--- config.mk ---
export PLATFORM = sky130hd
export DESIGN_NAME = mmio_gpio
export DESIGN_NICKNAME = d
export VERILOG_FILES = /design/src/rtl/mmio_gpio.sv
export SDC_FILE = /design/constraint.sdc
export NUM_CORES = 1
export LEC_CHECK = 0
export ABC_AREA = 1
export CELL_PAD_IN_SITES_DETAIL_PLACEMENT = 0
export CELL_PAD_IN_SITES_GLOBAL_PLACEMENT = 1
export CORE_MARGIN = 3
export CORE_UTILIZATION = 40
export CTS_CLUSTER_DIAMETER = 200
export DETAILED_ROUTE_END_ITERATION = 6
export PLACE_DENSITY_LB_ADDON = 0.1
export SLEW_MARGIN = 20
export SYNTH_ARGS = -nofsm -noshare
export SYNTH_HDL_FRONTEND = slang
export SYNTH_SLANG_ARGS = --single-unit
--- constraint.sdc ---
create_clock -name clk -period 13.35 [get_ports clk]
set_clock_uncertainty 0.15 [all_clocks]
set_input_delay 2.67 -clock clk [delete_from_list [all_inputs] [get_ports clk]]
set_output_delay 2.67 -clock clk [all_outputs]
set_load 0.01 [all_outputs]
--- src/rtl/mmio_gpio.sv ---
// mmio_gpio: bus-mapped LEDs, debounced switches/buttons, W1C edge flags, irq.
// Define GPIO_FALLING_EDGE_EN to add EDGE_SEL (offset 5) for falling-edge capture.
module mmio_gpio #(
  parameter int ADDR_W          = 30,
  parameter int BASE_ADDR       = 0,
  parameter int LED_W           = 16,
  parameter int SW_W            = 16,
  parameter int BTN_W           = 16,
  parameter int DEBOUNCE_CYCLES = 4
) (
  input  logic              clk,
  input  logic              rst,
  input  logic [ADDR_W-1:0] memAddress,
  input  logic [31:0]       writeData,
  input  logic              writeEnable,
  input  logic              readEnable,
  input  logic [SW_W-1:0]   switches,
  input  logic [BTN_W-1:0]  btns,
  output logic [31:0]       readData,
  output logic [LED_W-1:0]  leds,
  output logic              irq
);
  localparam int CNT_W =
    (DEBOUNCE_CYCLES > 1) ? $clog2(DEBOUNCE_CYCLES) : 1;
  localparam logic [CNT_W-1:0] CNT_LAST =
    CNT_W'(DEBOUNCE_CYCLES - 1);
  localparam logic [CNT_W-1:0] CNT_ONE = CNT_W'(1);
  localparam logic [ADDR_W-1:0] BASE_V = ADDR_W'(BASE_ADDR);

  logic [SW_W-1:0]  sw_s1_q, sw_s2_q, sw_stb_q, sw_stb_d;
  logic [BTN_W-1:0] btn_s1_q, btn_s2_q, btn_stb_q, btn_stb_d;
  logic [CNT_W-1:0] sw_cnt_q [SW_W];
  logic [CNT_W-1:0] sw_cnt_d [SW_W];
  logic [CNT_W-1:0] btn_cnt_q [BTN_W];
  logic [CNT_W-1:0] btn_cnt_d [BTN_W];

  logic [LED_W-1:0] led_q, led_d;
  logic [BTN_W-1:0] pend_q, pend_d;
  logic [BTN_W-1:0] mask_q, mask_d;
  logic [BTN_W-1:0] pend_set, pend_clr;
  logic [31:0]      rdata_q, rdata_d, rmux;
  logic             irq_q, irq_d;
  logic             sel, we;
  logic [2:0]       off;
  logic             unused_wd;
`ifdef GPIO_FALLING_EDGE_EN
  logic [BTN_W-1:0] esel_q, esel_d;
`endif

  assign sel = memAddress[ADDR_W-1:3] == BASE_V[ADDR_W-4:0];
  assign off = memAddress[2:0];
  assign we  = writeEnable & sel;
  assign unused_wd = ^writeData;

  assign readData = rdata_q;
  assign leds     = led_q;
  assign irq      = irq_q;

  // debounce: stable follows sync after DEBOUNCE_CYCLES disagreeing cycles
  always_comb begin
    for (int i = 0; i < SW_W; i++) begin
      sw_cnt_d[i] = '0;
      sw_stb_d[i] = sw_stb_q[i];
      if (sw_s2_q[i] != sw_stb_q[i]) begin
        if (sw_cnt_q[i] == CNT_LAST) sw_stb_d[i] = sw_s2_q[i];
        else sw_cnt_d[i] = sw_cnt_q[i] + CNT_ONE;
      end
    end
    for (int i = 0; i < BTN_W; i++) begin
      btn_cnt_d[i] = '0;
      btn_stb_d[i] = btn_stb_q[i];
      if (btn_s2_q[i] != btn_stb_q[i]) begin
        if (btn_cnt_q[i] == CNT_LAST) btn_stb_d[i] = btn_s2_q[i];
        else btn_cnt_d[i] = btn_cnt_q[i] + CNT_ONE;
      end
    end
  end

  // edge capture on the debounced buttons
  always_comb begin
    pend_set = ~btn_stb_q & btn_stb_d;
`ifdef GPIO_FALLING_EDGE_EN
    pend_set = (~esel_q & pend_set) |
               (esel_q & btn_stb_q & ~btn_stb_d);
`endif
  end

  // register writes, W1C with set priority, irq
  always_comb begin
    led_d    = led_q;
    mask_d   = mask_q;
    pend_clr = '0;
`ifdef GPIO_FALLING_EDGE_EN
    esel_d   = esel_q;
`endif
    if (we) begin
      case (off)
        3'd0: led_d = writeData[LED_W-1:0];
        3'd3: pend_clr = writeData[BTN_W-1:0];
        3'd4: mask_d = writeData[BTN_W-1:0];
`ifdef GPIO_FALLING_EDGE_EN
        3'd5: esel_d = writeData[BTN_W-1:0];
`endif
        default: ;
      endcase
    end
    pend_d = (pend_q & ~pend_clr) | pend_set;
    irq_d  = |(pend_q & mask_q);
  end

  // read mux over pre-edge register values
  always_comb begin
    rmux = '0;
    case (off)
      3'd0: rmux[LED_W-1:0] = led_q;
      3'd1: rmux[SW_W-1:0]  = sw_stb_q;
      3'd2: rmux[BTN_W-1:0] = btn_stb_q;
      3'd3: rmux[BTN_W-1:0] = pend_q;
      3'd4: rmux[BTN_W-1:0] = mask_q;
`ifdef GPIO_FALLING_EDGE_EN
      3'd5: rmux[BTN_W-1:0] = esel_q;
`endif
      default: rmux = '0;
    endcase
    rdata_d = rdata_q;
    if (readEnable) rdata_d = sel ? rmux : '0;
  end

  // state registers
  always_ff @(posedge clk or posedge rst) begin
    if (rst) begin
      sw_s1_q   <= '0;
      sw_s2_q   <= '0;
      sw_stb_q  <= '0;
      btn_s1_q  <= '0;
      btn_s2_q  <= '0;
      btn_stb_q <= '0;
      for (int i = 0; i < SW_W; i++) sw_cnt_q[i] <= '0;
      for (int i = 0; i < BTN_W; i++) btn_cnt_q[i] <= '0;
      led_q     <= '0;
      pend_q    <= '0;
      mask_q    <= '0;
      rdata_q   <= '0;
      irq_q     <= 1'b0;
    end else begin
      sw_s1_q   <= switches;
      sw_s2_q   <= sw_s1_q;
      sw_stb_q  <= sw_stb_d;
      btn_s1_q  <= btns;
      btn_s2_q  <= btn_s1_q;
      btn_stb_q <= btn_stb_d;
      for (int i = 0; i < SW_W; i++) sw_cnt_q[i] <= sw_cnt_d[i];
      for (int i = 0; i < BTN_W; i++) btn_cnt_q[i] <= btn_cnt_d[i];
      led_q     <= led_d;
      pend_q    <= pend_d;
      mask_q    <= mask_d;
      rdata_q   <= rdata_d;
      irq_q     <= irq_d;
    end
  end

`ifdef GPIO_FALLING_EDGE_EN
  // edge select register
  always_ff @(posedge clk or posedge rst) begin
    if (rst) esel_q <= '0;
    else     esel_q <= esel_d;
  end
`endif

endmodule

==> run_results.csv <==
group,metric,value,unit
run_status,status,"finished clean",
cells_and_area,area_growth,23.0,%
clock_tree,holdBufCountCts,0,
detailed_routing,viasPerCell,4.61,
logic_synthesis,synth_top_family_by_area,"simple AND/OR/NAND/NOR gates",
pwr,p_int,1.38,mW
setup_path,worst-setup-path-type,"in -> reg",
detailed_routing,ant_nets,0,
sta,rsz0062_at_grt,"no",
logic_synthesis,yosysMostFrequentCell,"nand2_1",
placed_design,place_inst,1347,
logic_synthesis,synth_top_area_share,60.6,%
sta,relSlewSlack,36.5,%
logic_synthesis,synth-seq-area-share,60.6,%
setup_path,crit_chain,"clkdlybuf4s50_1, nor2_1, nand2_1, inv_1, nand3_2, nand2_1, nand2_1",
logic_synthesis,synthSimpleGateAreaFrac,22.1,%
floorplanning,start_util,40.9,%
clock_tree,clk_pin_slew,60,ps
clock_tree,cts_buffers,26,
detailed_routing,drt_first_pass_iters,4,
global_routing,track_usage,16.4,%
sta,fin_tns_setup,0,ps
floorplanning,rows,55,
clock_tree,cts_tree,"built",
placed_design,io_buffer_count,114,
setup_path,arrival,5140,ps
pwr,p_leak,5.64,nW
pwr,swShare,28.0,%
sta,fin_ws,8470,ps
detailed_routing,vias,6429,
logic_synthesis,ys_types,25,
cells_and_area,layout-drive-gt1-share,5.23,%
floorplanning,dieHeight,158,microns
pwr,total_power,1.91,mW
setup_path,cp_data_required_time,13610,ps
global_routing,grt-ovfl-total,0,
pwr,power_per_cell_area,167,nW/um^2
global_routing,antenna_found_initial,0,
sta,post-route-min-period,4880,ps
detailed_routing,avgRoutedWirePerCell,14.5,microns
logic_synthesis,synthAdderAreaFrac,4.31,%
sta,hold_viol,0,
logic_synthesis,syn_inst,972,
logic_synthesis,syn_avg_cell_area,9.57,sq um
setup_path,path_buf_inv,2,
clock_tree,clock_path_buffers,3,
floorplanning,die_x,158,microns
min_path,hold_start,"btn_s1_q[6]",
sta,max_clock_freq,205,MHz
pwr,power.net_switching,534,uW
placed_design,gp_congestion,0.760,
detailed_routing,drt_iter0_drc,325,
clock_tree,clock-sinks,225,
logic_synthesis,synth.area.mux_share,0.121,%
logic_synthesis,synth-seq-cells,225,
logic_synthesis,synth_edf_count,0,
logic_synthesis,yosys_warnings,0,
min_path,hold_path.class,"reg -> reg",
setup_path,critPathSlowestCell,"inv_1",
pwr,ir_drop,0.0827,mV
pwr,p_comb_share,17.3,%
cells_and_area,final_cells,1395,
sta,tightestPinTransition,952,ps
cells_and_area,num_antenna_cells,0,
cells_and_area,multi_input_area,3050,sq um
sta,finalCritPeriodShare,36.6,%
logic_synthesis,synthTopCellsByCount,"nand2_1 (278), dfrtp_1 (225), nor2_1 (104)",
placed_design,post-place-ws,7890,ps
clock_tree,post-cts-setup-buffer-count,0,
logic_synthesis,synth.area.top_cells,"dfrtp_1 (61%), nand2_1 (11%), ha_1 (4.3%)",
detailed_routing,routed_wl,20.2,mm
logic_synthesis,synthXorXnorAreaFrac,3.01,%
detailed_routing,drcViolationCount,0,
setup_path,reg2reg_from,"pend_q[0]",
logic_synthesis,syn-cell-area,9300,sq um
setup_path,slowest_delay,700,ps
logic_synthesis,synth_top_cell_by_area,"dfrtp_1",
cells_and_area,fill_cells,2154,
pwr,clockPowerShare,36.1,%
global_routing,grt_max_degree,88,
clock_tree,cts_resized,0,
placed_design,dp_hpwl,13.6,mm
floorplanning,core-area,22700,sq um
sta,report.final.slew_viol_count,0,
setup_path,start_kind,"input port",
clock_tree,cts_root_buf,"clkbuf_16",
global_routing,grt_pass1_wl,32.9,mm
global_routing,grt_pass1_vias,6224,
floorplanning,dieArea,25100,sq um
setup_path,crit_start,"memAddress[0]",
sta,setup_viol,0,
clock_tree,clkLatencyLatePin,520,ps
logic_synthesis,synth-compound-area-share,2.54,%
logic_synthesis,synthArstFlopShare,100,%
cells_and_area,layout.nets,1220,
floorplanning,io-pin-count,147,
clock_tree,cts-htree-levels,1,
setup_path,cpMostUsedCell,"nand2_1",
setup_path,end_kind,"register",
job,cap_violations,0,
setup_path,path_delay_family,"buffers and inverters",
setup_path,path_max_fanout,23,
logic_synthesis,synth_ff_type,"dfrtp_1",
cells_and_area,seqCellArea,5630,sq um
pwr,pwr-share-seq,46.6,%
[layer usage]
| metal | global-route usage [%] | vias up | part of all wire [%] |
|---|---|---|---|
| li1 | - | 3285 | - |
| met1 | 25.8 | 2959 | 52 |
| met2 | 23.8 | 158 | 41 |
| met3 | 3.07 | 27 | 5.3 |
| met4 | 3.40 | 0 | 1.8 |
| met5 | 0 | - | 0 |
[through the flow]
stage                     cell area [sq um]  hold WS [ps]  util [%]
final                                 11400           196      50.4
after global routing                  11400           198      50.4
after CTS                             11400           198      50.4
after detailed placement              10600           185      46.7
after global placement                10600           182      46.7
after floorplan                        9350           181         -
[power by group through the flow]
| stage | clock [mW] | sequential (mW) | combinational (mW) |
|---|---|---|---|
| 2_1_floorplan | 0 | 0.884 | 0.256 |
| 3_3_place_gp | 0 | 0.898 | 0.328 |
| 3_5_place_dp | 0 | 0.901 | 0.338 |
| 4_1_cts | 0.711 | 0.891 | 0.338 |
| 5_1_grt | 0.739 | 0.906 | 0.397 |
| 6_report | 0.690 | 0.889 | 0.330 |
[final cells by class]
type,count,area share (%)
clock buffers,37,6.67
repair buffers,118,10.2
multi-input cells,616,26.6
well taps,285,3.12
clock inverters,11,0.722
flip-flops and latches,225,49.2
inverters,103,3.45
[cell families (layout without fill, tap and decap cells)]
kind of cell               Yosys count  in the layout
and+or+nand+nor                    490            490
DFF                                225            225
buffers and inverters              146            269
AOI/OAI and AO/OA                   45             45
adders and majority gates           32             32
xor gates and xnor gates            32             32
other                                1             16
muxes                                1              1
[sequential cells by signal, summed over array words and instances (netlist names)]
name and flops:
btn_s2_q 16, btn_cnt_q 32, leds 16, sw_s2_q 16, btn_s1_q 16, mask_q 16, sw_stb_q 16, pend_q 16
irq 1, sw_s1_q 16, sw_cnt_q 32, btn_stb_q 16, readData 16
[final timing paths]
kind / end / slack, ps / depth (start not counted)
max in group asynchronous: readData[15] / 9150 / 3
worst max register to register: readData[0] / 12060 / 6
worst max-delay path: mask_q[4] / 8470 / 7
worst min register to register: btn_s2_q[6] / 200 / 0
min in group asynchronous: sw_s2_q[13] / 2500 / 2
worst min-delay path: btn_s2_q[6] / 200 / 0
[placed cells by master, fill, tap and decap left out]
master and n:
clkdlybuf4s50_1 113, mux2_2 1, inv_2 3, clkinvlp_4 1, conb_1 16, clkbuf_1 5
buf_2 1, nor3_4 1, dfrtp_1 225, bufinv_16 1, nand3_4 1, clkbuf_16 27
o21ai_0 33, nand3_1 34, nor3_1 34, a22o_1 1, nand4_1 35, clkinv_2 9
nor2_1 104, nand3_2 2, nand2_1 278, xnor2_1 32, a21oi_1 9, clkbuf_8 5
a221oi_1 2, buf_4 4, inv_1 99, nor2_4 1, ha_1 32, inv_8 1
No activity file was read; power rests on OpenSTA's default activity.
